<file path="config.mk">
export PLATFORM = sky130hd
export DESIGN_NAME = alt_stream_arbiter
export DESIGN_NICKNAME = d
export VERILOG_FILES = /design/src/rtl/alt_arb_pkg.sv /design/src/rtl/alt_detect_core.sv /design/src/rtl/alt_stream_arbiter.sv
export SDC_FILE = /design/constraint.sdc
export NUM_CORES = 1
export LEC_CHECK = 0
export BUFFER_PORTS_ARGS = -buffer_cell sky130_fd_sc_hd__buf_2
export CORE_ASPECT_RATIO = 0.8
export CORE_MARGIN = 8
export CORE_UTILIZATION = 40
export CTS_CLUSTER_DIAMETER = 150
export DETAILED_ROUTE_END_ITERATION = 8
export PLACE_DENSITY = 0.69
export SYNTH_ARGS = -nofsm -noshare
export SYNTH_HDL_FRONTEND = slang
export SYNTH_HIERARCHICAL = 1
export SYNTH_SLANG_ARGS = --single-unit
</file>
<file path="constraint.sdc">
create_clock -name clk -period 7.8 [get_ports clk]
set_input_delay 0.78 -clock clk [delete_from_list [all_inputs] [get_ports clk]]
set_output_delay 0.78 -clock clk [all_outputs]
set_load 0.03 [all_outputs]
</file>
<file path="src/rtl/alt_arb_pkg.sv">
// Shared constants and context-state type for the alternation-detect stream arbiter.
package alt_arb_pkg;

  localparam int unsigned NUM_CH = 4;
  localparam int unsigned CH_W   = 2;
  localparam int unsigned RUN_W  = 4;
  localparam int unsigned CNT_W  = 8;

  localparam logic [RUN_W-1:0] RUN_MAX = '1;

  typedef enum logic [1:0] {
    EMPTY = 2'd0,
    HAVE0 = 2'd1,
    HAVE1 = 2'd2
  } ctx_state_e;

  function automatic ctx_state_e have_state(input logic b);
    return b ? HAVE1 : HAVE0;
  endfunction

endpackage

</file>
<file path="src/rtl/alt_detect_core.sv">
// Combinational context update for the granted channel: next state, next run length,
// and whether the updated run reaches the detection threshold.
module alt_detect_core
  import alt_arb_pkg::*;
#(
  parameter int unsigned RUN_THRESH = 4
) (
  input  logic [1:0]       i_state,
  input  logic [RUN_W-1:0] i_run,
  input  logic             i_bit,
  output logic [1:0]       o_state,
  output logic [RUN_W-1:0] o_run,
  output logic             o_hit
);

  logic w_last_bit;

  assign w_last_bit = (i_state == HAVE1);

  always_comb begin
    o_state = have_state(i_bit);
    o_run   = RUN_W'(1);
    if (i_state == EMPTY) begin
      o_run = RUN_W'(1);
    end else if (w_last_bit != i_bit) begin
      // Saturate rather than wrap so long alternations keep flagging.
      o_run = (i_run == RUN_MAX) ? RUN_MAX : i_run + RUN_W'(1);
    end
    o_hit = 32'(o_run) >= RUN_THRESH;
  end

endmodule

</file>
<file path="src/rtl/alt_stream_arbiter.sv">
// Round-robin arbiter sharing one alternation detector across four serial channels.
// Optional per-channel detection counters enabled by ALT_STREAM_ARB_STATS_EN.
module alt_stream_arbiter
  import alt_arb_pkg::*;
#(
  parameter int unsigned RUN_THRESH = 4
) (
  input  logic                      clk,
  input  logic                      rst,
  input  logic [NUM_CH-1:0]         req,
  input  logic [NUM_CH-1:0]         bit_in,
  output logic [NUM_CH-1:0]         gnt,
  output logic                      y,
  output logic [CH_W-1:0]           y_ch,
  output logic [NUM_CH*CNT_W-1:0]   det_cnt
);

  logic [CH_W-1:0]   r_ptr;
  logic [1:0]        r_state [NUM_CH];
  logic [RUN_W-1:0]  r_run   [NUM_CH];
  logic              r_y;
  logic [CH_W-1:0]   r_y_ch;

  logic [NUM_CH-1:0] w_gnt;
  logic              w_valid;
  logic [CH_W-1:0]   w_idx;
  logic [CH_W-1:0]   w_cand;
  logic [1:0]        w_next_state;
  logic [RUN_W-1:0]  w_next_run;
  logic              w_hit;

  // First requester at or after the pointer, wrapping; nothing granted during reset.
  always_comb begin
    w_gnt   = '0;
    w_valid = 1'b0;
    w_idx   = '0;
    w_cand  = '0;
    if (!rst) begin
      for (int unsigned k = 0; k < NUM_CH; k++) begin
        w_cand = r_ptr + CH_W'(k);
        if (!w_valid && req[w_cand]) begin
          w_valid       = 1'b1;
          w_idx         = w_cand;
          w_gnt[w_cand] = 1'b1;
        end
      end
    end
  end

  assign gnt = w_gnt;

  alt_detect_core #(
    .RUN_THRESH (RUN_THRESH)
  ) u_core (
    .i_state (r_state[w_idx]),
    .i_run   (r_run[w_idx]),
    .i_bit   (bit_in[w_idx]),
    .o_state (w_next_state),
    .o_run   (w_next_run),
    .o_hit   (w_hit)
  );

  always_ff @(posedge clk) begin
    if (rst) begin
      r_ptr  <= '0;
      r_y    <= 1'b0;
      r_y_ch <= '0;
      for (int unsigned k = 0; k < NUM_CH; k++) begin
        r_state[k] <= EMPTY;
        r_run[k]   <= '0;
      end
    end else begin
      r_y <= w_valid && w_hit;
      if (w_valid) begin
        r_state[w_idx] <= w_next_state;
        r_run[w_idx]   <= w_next_run;
        r_ptr          <= w_idx + CH_W'(1);
        if (w_hit) begin
          r_y_ch <= w_idx;
        end
      end
    end
  end

  assign y    = r_y;
  assign y_ch = r_y_ch;

`ifdef ALT_STREAM_ARB_STATS_EN
  logic [CNT_W-1:0] r_det_cnt [NUM_CH];
  logic [NUM_CH*CNT_W-1:0] w_det_cnt;

  always_ff @(posedge clk) begin
    if (rst) begin
      for (int unsigned k = 0; k < NUM_CH; k++) begin
        r_det_cnt[k] <= '0;
      end
    end else if (w_valid && w_hit && (r_det_cnt[w_idx] != '1)) begin
      r_det_cnt[w_idx] <= r_det_cnt[w_idx] + CNT_W'(1);
    end
  end

  always_comb begin
    w_det_cnt = '0;
    for (int unsigned k = 0; k < NUM_CH; k++) begin
      w_det_cnt[k*CNT_W +: CNT_W] = r_det_cnt[k];
    end
  end

  assign det_cnt = w_det_cnt;
`else
  assign det_cnt = '0;
`endif

endmodule

</file>
==> out/metrics.yaml <==
power_density_nw_per_um2: 352.9
hold_depth: 2
antenna_found_initial: 0
place.gp.congestion: 0.8568
crit_path_max_fanout: 20
core-area_um2: 5465
max_slew.worst_pin.slew_ns: 1.022
wirelength_um: 4317
finalPower_mw: 0.8292
p_int_mw: 0.4647
synth_top_cell_by_area: "edfxtp_1"
synth-xor-area-share: 0
tns_ns: 0
rows: 24
drv_slew: 0
area_delta_synth_final_pct: 3.243
slew-limit-headroom: 0.3114
synth_compound_area_frac: 0.1473
synth-simple-area-share: 0.1545
synth.area.mux_share: 0.1336
layout_min_cycle_time_ns: 4.744
finish.instance_area_um2: 2350
fin_hold_ws_ns: 0.5015
vias: 1464
postCtsSetupBuffers: 0
endpoint_kind: "register"
cts_buffers: 5
rsz0062_at_grt: "false"
reg2reg_slack_ns: 3.06
synth_ff_type: "edfxtp_1"
cp-start-kind: "register"
cts.sink_count: 29
grt_pass1_vias: 1450
grt_max_degree: 21
start_util: 0.4164
dieArea_um2: 8374
setup_viol: 0
overflow: 0
grt_pass1_wl_um: 7155
r2r_end: "y_ch[0]"
drc: 0
cap_violations: 0
synth.distinct_cells: 50
finalCritPeriodShare: 0.6082
ios: 49
cts_root_buf: "clkbuf_8"
post-place-ws_ns: 3.131
cts.htree.levels: 2
fin_cells: 301
synthAdderAreaFrac: 0.04948
die_w_um: 100.3
wl_per_cell_um: 14.34
netlist.area_leader.share: 0.3167
fmax_mhz: 210.8
post-route-util: 0.4299
netSwitchingFraction: 0.4396
hold_start: "y_ch[1]"
num_antenna_cells: 0
finalClockSkew_ns: 0.009001
place.detailed.hpwl_um: 3249
synthTopCellsByArea: "edfxtp_1 (32%), buf_4 (11%), mux2i_1 (9.2%)"
r2r-start: "r_ptr[0]"
synth_top_family_by_area: "simple AND/OR/NAND/NOR gates"
clk_pin_slew_ns: 0.07
syn-instance-count: 206
final_hold_viol_count: 0
crit_arrival_ns: 4.93
power_switching_mw: 0.3645
slowest_stage: "dfxtp_1"
synth.avg_cell_area_um2: 11.05
cts_hold_buf: 0
rr_worst_depth: 14
ys_warn_count: 6
dieHeight_um: 83.47
post_cts_resized: 0
routed_via_density: 4.864
fin_nets: 241
ys_seq_area_frac: 0.3606
leakagePower_nw: 0.9626
pwr-share-seq: 0.319
grt_usage: 0.1048
synth_enable_flop_cells: 24
min_to: "y_ch[1]"
fill_cells: 546
io_buffers: 16
p_comb_frac: 0.535
ys_seq_elements: 29
placed_cell_area_um2: 2263
clock_path_buffers: 2
cts_tree: "yes"
critical-path-max-stage-delay_ns: 0.90
required_ns: 7.99
drive_gt1_frac: 0.1973
cpLargestDelayFamily: "compound AO/OA/AOI/OAI gates"
ys_async_sr_fraction: 0
clkPwrFrac: 0.145
worst_slack_ns: 3.056
ir_drop_uv: 213.3
final_antenna_net_count: 0
dp_cells: 293
status: "complete, no violations"
drtIter0Drc: 75
hold_path_class: "register to register"
insertion_delay_ns: 0.28
syn_area_um2: 2276
cp_num_buf_inv: 2
drt-pass1-iter-count: 4
path_cells: "inv_1 -> ha_1 -> mux4_2 -> nor2b_4 -> o21ai_2 -> a21boi_2 -> mux2i_1 -> ha_1 -> and2_1 -> a21oi_1 -> o21ba_1 -> nand2_1 -> inv_1 -> a311oi_1"
setup.worst_path.class: "register to register"
-- cell usage after synthesis (2+ instances only) --
| cell type | n |
|---|---|
| a211oi_1 | 2 |
| a21o_1 | 2 |
| a21oi_1 | 9 |
| a22oi_1 | 8 |
| and2_1 | 19 |
| and3_1 | 7 |
| buf_4 | 33 |
| buf_6 | 2 |
| dfxtp_1 | 5 |
| edfxtp_1 | 24 |
| ha_1 | 9 |
| inv_1 | 9 |
| mux2i_1 | 21 |
| mux4_2 | 3 |
| nand2_1 | 6 |
| nand3_1 | 2 |
| nor2_1 | 5 |
| nor3_1 | 2 |
| o21ai_0 | 4 |
| or2_2 | 4 |
-- placed cells by master (no fill, tap or decap), types with 4 or more instances in the layout --
master     n
a21oi_1    9
a22oi_1    8
and2_1    19
and3_1     7
buf_2     16
clkbuf_8   5
conb_1    32
dfxtp_1    5
edfxtp_1  24
ha_1       9
inv_1      9
mux2i_1   21
nand2_1    6
nor2_1     5
o21ai_0    4
or2_2      4
-- logic make-up (layout without fill, tap and decap cells) --
kind of cell,after synthesis,in the layout
AND/OR/NAND/NOR,55,55
buffers and inverters,48,34
AO/OA/AOI/OAI,39,39
flip-flops,29,29
multiplexers,25,25
adder cells (fa/ha/maj),9,9
other,1,32
-- worst max path at each step --
stage	end	startpoint	slack, ns	cells past startpoint
2_1_floorplan	y_ch[0]	r_ptr[0]	4.15	17
3_3_place_gp	y_ch[0]	r_ptr[0]	3.35	13
3_5_place_dp	y_ch[0]	r_ptr[0]	3.13	14
4_1_cts	y_ch[0]	r_ptr[0]	3.11	14
5_1_grt	y_ch[0]	r_ptr[0]	2.67	14
6_report	y_ch[0]	r_ptr[0]	3.06	14
-- final cells by class --
type / instances / area (um^2) / share of cell area
well taps: 78 / 97.59 / 0.04153
inverters: 9 / 33.78 / 0.01438
clock inverters: 3 / 17.52 / 0.007455
clock buffers: 5 / 68.82 / 0.02929
flip-flops and latches: 29 / 820.8 / 0.3493
repair buffers: 17 / 87.58 / 0.03727
multi-input cells: 160 / 1224 / 0.5208
-- per-layer routing --
metal  vias to the layer above  routed length, um  track usage
met5                         -                  0            0
met4                         0                 36      0.03014
met3                         4                260      0.03583
met2                        52               1911       0.1578
met1                       688               2108       0.1375
li1                        720                  -            -
-- power groups by stage --
stage	clock (mW)	combinational (mW)	sequential [mW]
after global routing	0.130	0.489	0.272
final	0.120	0.444	0.265
after detailed placement	0	0.443	0.269
after floorplan	0	0.404	0.255
after CTS	0.122	0.444	0.266
after global placement	0	0.437	0.267
-- sequential cells by signal (all words and copies together) (netlist names) --
signal	count
r_state	8
y_ch	2
r_ptr	2
y	1
r_run	16
-- worst register-to-register path: cells and delay by family, from the launching register on --
| kind | cells | cell delay (ns) |
|---|---|---|
| mux | 2 | 0.87 |
| fa+ha+maj | 2 | 0.72 |
| buf+inv | 2 | 0.31 |
| flops | 1 | 0.90 |
| compound gates | 5 | 1.32 |
| simple gates | 3 | 0.53 |
Note: power is estimated with default switching activity, not from simulation.
